**src/rtl/mem_arb_pkg.sv**
```systemverilog
// Shared definitions for the external memory port arbiter.
package mem_arb_pkg;

    typedef enum logic [1:0] {
        ARB_IDLE = 2'b00,
        ARB_BUSY = 2'b01,
        ARB_DONE = 2'b10
    } arb_state_t;

    localparam int MEM_TIMEOUT_DEFAULT = 64;

endpackage

```
**src/rtl/mem_arb_rr_pick.sv**
```systemverilog
// Combinational round-robin pick: first requesting channel at or above ptr, wrapping.
module rr_pick #(
    parameter int NCH = 2,
    parameter int PW  = $clog2(NCH)
) (
    input  logic [NCH-1:0] req,
    input  logic [PW-1:0]  ptr,
    output logic [PW-1:0]  grant,
    output logic           any
);

    localparam logic [PW:0] NCH_W = (PW+1)'(NCH);

    logic [PW:0] sum;

    always_comb begin
        grant = '0;
        any   = 1'b0;
        sum   = '0;
        for (int unsigned i = 0; i < NCH; i++) begin
            // ptr + i < 2*NCH, so one conditional subtraction is a full modulo
            sum = {1'b0, ptr} + (PW+1)'(i);
            if (sum >= NCH_W) begin
                sum = sum - NCH_W;
            end
            if (!any && req[sum[PW-1:0]]) begin
                grant = sum[PW-1:0];
                any   = 1'b1;
            end
        end
    end

endmodule

```
**src/rtl/mem_arb.sv**
```systemverilog
// Round-robin arbiter sharing one external memory port among NCH masters,
// with a watchdog that error-completes accesses memory never finishes.
module mem_arb
    import mem_arb_pkg::*;
#(
    parameter int NCH     = 2,
    parameter int AW      = 32,
    parameter int DW      = 32,
    parameter int TIMEOUT = MEM_TIMEOUT_DEFAULT
) (
    input  logic              clk,
    input  logic              rst,
    input  logic [NCH-1:0]    req,
    input  logic [NCH-1:0]    we,
    input  logic [NCH*AW-1:0] addr,
    input  logic [NCH*DW-1:0] wdata,
    output logic [NCH-1:0]    ack,
    output logic              err,
    output logic [DW-1:0]     rdata,
    output logic              mem_read,
    output logic              mem_write,
    output logic [AW-1:0]     mem_addr,
    output logic [DW-1:0]     mem_wdata,
    input  logic [DW-1:0]     mem_rdata,
    input  logic              mem_ready
);

    localparam int PW = $clog2(NCH);
    localparam int CW = $clog2(TIMEOUT);
    localparam logic [CW-1:0] CNT_LAST = CW'(TIMEOUT - 1);
    localparam logic [PW-1:0] CH_LAST  = PW'(NCH - 1);

    arb_state_t    state;
    logic [PW-1:0] ptr;
    logic [PW-1:0] ch;
    logic [CW-1:0] cnt;
    logic [PW-1:0] grant;
    logic          any;

    rr_pick #(
        .NCH (NCH),
        .PW  (PW)
    ) u_pick (
        .req   (req),
        .ptr   (ptr),
        .grant (grant),
        .any   (any)
    );

    always_ff @(posedge clk or posedge rst) begin
        if (rst) begin
            state     <= ARB_IDLE;
            ptr       <= '0;
            ch        <= '0;
            cnt       <= '0;
            ack       <= '0;
            err       <= 1'b0;
            rdata     <= '0;
            mem_read  <= 1'b0;
            mem_write <= 1'b0;
            mem_addr  <= '0;
            mem_wdata <= '0;
        end else begin
            case (state)
                ARB_IDLE: begin
                    if (any) begin
                        ch        <= grant;
                        mem_addr  <= addr[grant*AW +: AW];
                        mem_wdata <= wdata[grant*DW +: DW];
                        mem_read  <= ~we[grant];
                        mem_write <= we[grant];
                        cnt       <= '0;
                        state     <= ARB_BUSY;
                    end
                end
                ARB_BUSY: begin
                    if (mem_ready) begin
                        rdata     <= mem_read ? mem_rdata : '0;
                        ack[ch]   <= 1'b1;
                        err       <= 1'b0;
                        mem_read  <= 1'b0;
                        mem_write <= 1'b0;
                        state     <= ARB_DONE;
                    end else if (cnt == CNT_LAST) begin
                        rdata     <= '0;
                        ack[ch]   <= 1'b1;
                        err       <= 1'b1;
                        mem_read  <= 1'b0;
                        mem_write <= 1'b0;
                        state     <= ARB_DONE;
                    end else begin
                        cnt <= cnt + 1'b1;
                    end
                end
                ARB_DONE: begin
                    // req is not sampled here, giving the master a cycle to drop it
                    ack   <= '0;
                    err   <= 1'b0;
                    ptr   <= (ch == CH_LAST) ? '0 : ch + 1'b1;
                    state <= ARB_IDLE;
                end
                default: begin
                    state <= ARB_IDLE;
                end
            endcase
        end
    end

endmodule

```
**config.mk**
```make
export PLATFORM = sky130hd
export DESIGN_NAME = mem_arb
export DESIGN_NICKNAME = d
export VERILOG_FILES = /design/src/rtl/mem_arb_pkg.sv /design/src/rtl/mem_arb_rr_pick.sv /design/src/rtl/mem_arb.sv
export SDC_FILE = /design/constraint.sdc
export NUM_CORES = 1
export LEC_CHECK = 0
export CAP_MARGIN = 20
export CELL_PAD_IN_SITES_DETAIL_PLACEMENT = 1
export CELL_PAD_IN_SITES_GLOBAL_PLACEMENT = 1
export CORE_AREA = 2 2 155 119
export DETAILED_ROUTE_END_ITERATION = 6
export DIE_AREA = 0 0 157 121
export GPL_TIMING_DRIVEN = 1
export HOLD_SLACK_MARGIN = 0.15
export PLACE_DENSITY_LB_ADDON = 0.3
export SYNTH_ARGS = -nofsm -noshare
export SYNTH_HDL_FRONTEND = slang
export SYNTH_SLANG_ARGS = --single-unit
```
**constraint.sdc**
```tcl
create_clock -name clk -period 4.65 [get_ports clk]
set_input_delay 0.465 -clock clk [delete_from_list [all_inputs] [get_ports clk]]
set_output_delay 0.465 -clock clk [all_outputs]
set_load 0.005 [all_outputs]
```
# == Word level (Yosys, flattened, before mapping) ==
# Cells that the tools add are included.
# word_totals
out_inout_bits,101
register_bits,111
word_cells,85
input_bits,167
# classes
bitwise_logic,2
mux,38
shifts,2
n_reduce_logical,13
order_cmp,7
n_eq_ne,7
n_addsub,5
# op_table
cell,n
variable part select 64 x 7 -> 32 bit,2
2-to-1 mux 32 bit,3
2-to-1 mux 1 bit,20
2-to-1 mux 6 bit,3
one-hot mux 6 bit (2 select lines),1
2-to-1 mux 2 bit,5
"less-than comparator 1 x 2 -> 1 bit, second input constant",4
one-hot mux 2 bit (2 select lines),2
AND reduction 2 bit,4
"adder 6 x 1 -> 6 bit, second input constant",1
"equality test 6 bit, second input constant",1
"inequality test 2 bit, second input constant",3
one-hot mux 1 bit (2 select lines),3
nonzero test 2 bit,3
AND reduction 4 bit,1
"inequality test 3 bit, second input constant",1
AND reduction 3 bit,1
"adder 1 x 1 -> 2 bit, second input constant",1
"equality test 2 x 1 -> 1 bit, second input constant",1
"equality test 2 bit, second input constant",1
"greater-or-equal comparator 1 x 2 -> 1 bit, second input constant",1
"greater-or-equal comparator 2 bit, second input constant",1
logical AND 1 bit,2
zero test 2 bit,1
other kinds (7),8

# == Longest topological paths before layout ==
# logic_depth
word_depth,13
mapped_depth,7

# == By module ==
# Synthesis repeated with hierarchy kept, for this count alone.
# unflattened
hier_cells,436
hier_area_um2,4979.8
# modules_own_cells
mod,area_per_inst_um2,instances,cells_each
mem_arb,4962.3,1,433
rr_pick,17.5,1,3

# == Worst setup path before layout ==
# Ideal clock, no wire load.
# synth_timing
path_type,register to register
start,register state[1]
end,register cnt[3]
stages_incl_launch_ff,7
arrival_time_ns,1.426
synth_period_minus_slack_ns,1.553
setup_slack_ns,3.097
cell_sequence,dfrtp_1 -> buf_6 -> or3b_1 -> buf_2 -> o21bai_4 -> o211ai_2 -> o31ai_2
# synth_via
elab_chain_len,3
word_cells_on_any_way,8
cone_classes,eq/ne (4); mux (1); reduce/logical (3)
# synth_lines
element,line_no,source
start: declaration,mem_arb.sv:33,arb_state_t state;
start signal: assignment,mem_arb.sv:52,state <= ARB_IDLE;
start signal: assignment,mem_arb.sv:73,state <= ARB_BUSY;
start signal: assignment,mem_arb.sv:83,state <= ARB_DONE;
equality test 2 x 1 -> 1 bit / zero test 2 bit (equally long branches),mem_arb.sv:64,case (state)
inequality test 2 bit (no source line) / nonzero test 2 bit (equally long branches),--,
AND reduction 4 bit (no source line),--,
end signal: assignment,mem_arb.sv:92,cnt <= cnt + 1'b1;
end: declaration,mem_arb.sv:36,logic [CW-1:0] cnt;
# Parallel ways exist; a longest one is shown, timed or not.
# A chain may end at the register's enable or synchronous reset.

# == Worst setup path in the final report ==
# layout_timing
start,input req[0]
end,register mem_wdata[15]
# layout_via
elab_chain_len,7
word_cells_on_any_way,12
cone_classes,shift (1); mux (8); reduce/logical (3)
# layout_lines
element,line_no,source
start: declaration,mem_arb.sv:13,"input logic [NCH-1:0] req,"
2-to-1 mux 1 bit (implied by the code) (2 in series),mem_arb_rr_pick.sv:26,if (!any && req[sum[PW-1:0]]) begin
2-to-1 mux 1 bit,mem_arb_rr_pick.sv:26,
zero test 1 bit,mem_arb_rr_pick.sv:26,
logical AND 1 bit,mem_arb_rr_pick.sv:26,
2-to-1 mux 1 bit,mem_arb_rr_pick.sv:26,
variable part select 64 x 7 -> 32 bit / AND reduction 2 bit (equally long branches),--,
end signal: assignment,mem_arb.sv:69,mem_wdata <= wdata[grant*DW +: DW];
end: declaration,mem_arb.sv:23,"output logic [DW-1:0] mem_wdata,"
# Parallel ways exist; a longest one is shown, timed or not. The select of a mux whose other input is x is not followed.

==> impl_metrics.json <==
{
  "overflow": 0,
  "max_cap_viol_count": 0,
  "numCtsBuffers": 9,
  "wl_per_cell_um": 17.35,
  "yosysTopAreaCell": "dfrtp_1",
  "endpoint_kind": "register",
  "insertedDiodeCount": 0,
  "synth_area_per_cell_um2": 11.22,
  "slowest_stage": "clkdlybuf4s50_1",
  "num-fill-cells": 1860,
  "first_pass_iters": 6,
  "nNetsFinal": 854,
  "fmaxAchievable_ghz": 0.4523,
  "core.rowCount": 42,
  "ant_nets": 0,
  "synth_top_area_share_pct": 57.45,
  "cts_sinks": 111,
  "syn_inst": 431,
  "wl_um": 16190,
  "cts_setup_buffers": 0,
  "r2r-start": "cnt[0]",
  "p_per_area_mw_per_mm2": 544.4,
  "start_util_pct": 27.79,
  "worstPathRequired_ns": 4.87,
  "root_buffer": "clkbuf_16",
  "synth-seq-cells": 111,
  "final.min_clock_period_ns": 2.211,
  "synthMuxAreaShare_pct": 13.25,
  "leakage_nw": 3.632,
  "setup_tns_ns": 0,
  "drc": 0,
  "async_reset_ff_share_pct": 100.0,
  "cts.reportedPaths.clkPinSlew_ns": 0.08,
  "start_kind": "input pin",
  "r2r_cells": 6,
  "setup_viol": 0,
  "syn-cell-area_mm2": 0.004835,
  "hold_class": "in2async",
  "worstPathArrival_ns": 2.43,
  "synthXorXnorAreaFrac_pct": 0,
  "hold_viol_final": 0,
  "synth_fa_ha_area_share_pct": 0.2588,
  "grt_usage_pct": 17.23,
  "synth-compound-area-share_pct": 17.05,
  "synth_top_family_by_area": "compound AO/OA/AOI/OAI gates",
  "drive_above_1_share_pct": 4.776,
  "grt_pass1_vias": 4813,
  "ys_warn_count": 0,
  "synth_seq_area_share_pct": 57.45,
  "timing.rr.end": "rdata[1]",
  "ctsHtreeMaxLevel": 3,
  "holdBufCountCts": 0,
  "critPathTopFamily": "buffers and inverters",
  "port-buffer-count": 267,
  "timing.reg2reg.setup_slack_ns": 2.62,
  "core_region_area_mm2": 0.01739,
  "die_y_um": 121,
  "synthFlopType": "dfrtp_1",
  "clockBufferDepth": 2,
  "worst-path-max-fanout": 34,
  "worstMarginPinSlew_ns": 0.6305,
  "drv_slew": 0,
  "antenna_found_initial": 0,
  "rsz0062_at_grt": "no",
  "cp_cell_sequence": "clkdlybuf4s50_1 -> nand2b_1 -> nand2_4 -> buf_16 -> mux2i_1 -> o21ai_0",
  "max_stage_delay_ns": 0.59,
  "synth_edf_count": 0,
  "die-area_mm2": 0.01900,
  "ys_types": 39,
  "crit_buf_inv": 2,
  "yosys-top-cells-area": "dfrtp_1, mux2i_1, o21ai_0",
  "place.gp.congestion": 0.7848,
  "grt_pass1_wl_um": 25460,
  "synth_fp_nets": 599,
  "tritoncts": "yes",
  "fin_crit_sh_pct": 47.55,
  "critical_path_class": "in2reg",
  "ios": 268,
  "max_slew_margin_pct": 57.97,
  "ir_drop_mv": 0.2208,
  "drtIter0Drc": 111,
  "die_w_um": 157,
  "post_cts_resized": 0,
  "final_util_pct": 46.55,
  "yosys.area_share.simple_pct": 8.100,
  "finClkSkew_ns": 0.01040,
  "grt_max_degree": 136,
  "outcome": "finished clean",
  "clk_latency_ns": 0.35,
  "fin_hold_ws_ns": 0.4254,
  "drt-vias-per-instance": 4.591,
  "syn2layout_area_growth_pct": 67.49,
  "vias": 4283,
  "hpwl_um": 12110
}
how the worst max path moves through the flow:
stage               endpoint  depth (start not counted)  startpoint
2_1_floorplan         ack[0]                          1         rst
3_3_place_gp   mem_wdata[27]                          5      req[0]
3_5_place_dp     mem_addr[9]                          4      req[1]
4_1_cts         mem_wdata[8]                          4      req[1]
5_1_grt        mem_wdata[15]                          6      req[0]
6_report       mem_wdata[15]                          6      req[0]
cells in the final DEF (no fill, tap or decap), types with 2 or more instances in the layout:
cell and instances:
clkdlybuf4s50_1 267, dfrtp_1 111, nand2_1 72, o21ai_0 70
mux2i_1 64, a22o_1 33, clkbuf_16 9, inv_1 7
nor2_1 6, nand3_1 4, buf_16 4, inv_8 3
buf_4 3, nor3_1 2, nand2b_1 2, nor2b_1 2
o211ai_2 2, o211ai_1 2
through the flow:
step	setup slack, ns	instance area, um^2	instances	power, mW
after global routing	2.345	8098	933	4.724
after detailed placement	1.961	7717	914	3.629
final	2.439	8098	933	4.408
after CTS	2.346	8015	930	4.444
after floorplan	1.254	4835	431	2.396
after global placement	1.993	7690	913	3.543
routing by layer:
layer	GRT usage [%]	part of all wire, %	vias up
li1	-	-	2026
met1	19.53	40	2108
met2	30.21	51	133
met3	7.036	7.7	16
met4	4.186	1.6	0
met5	0	0	-
flip-flops by register name, indices dropped and copies added (netlist names):
register / count
mem_read: 1
mem_write: 1
mem_wdata: 32
ch: 1
cnt: 6
rdata: 32
ptr: 1
err: 1
state: 2
mem_addr: 32
ack: 2
final cells by class:
class | count | area, um^2 | share of cell area [%]
flip-flops and latches | 111 | 2778 | 34.30
clock inverters | 6 | 58.81 | 0.7262
multi-input cells | 282 | 1882 | 23.24
repair buffers | 274 | 2805 | 34.64
inverters | 8 | 32.53 | 0.4017
well taps | 242 | 302.8 | 3.739
clock buffers | 10 | 239.0 | 2.951
worst reg2reg max path: stages, from the launching register on:
cell     delay [ns]
dfrtp_1        0.42
ha_1           0.27
nand3_2        0.15
nor2_2         0.10
o21ai_2        0.46
buf_4          0.37
a22o_1         0.20
cell usage after synthesis (2+ instances only):
cell,instances
clkbuf_1,9
buf_4,5
o211ai_2,2
nand2b_1,2
nand3_1,4
o21ai_2,2
buf_2,15
nor2b_1,2
nor2_1,6
a22o_1,33
mux2i_1,64
dfrtp_1,111
nand2_1,72
o21ai_0,70
nor3_1,2
o211ai_1,2
inv_1,8
logic make-up after synthesis:
logic type,after synthesis
and+or+nand+nor,94
AOI/OAI and AO/OA,123
DFF,111
buffers and inverters,38
adders and majority gates,1
muxes,64
power breakdown:
group | internal, mW | total (mW) | switching (mW)
logic | 1.15 | 1.95 | 0.796
clock network | 0.394 | 0.792 | 0.398
registers | 1.40 | 1.67 | 0.267
total | 2.95 | 4.41 | 1.46
Power figures use the tool's default switching activity.
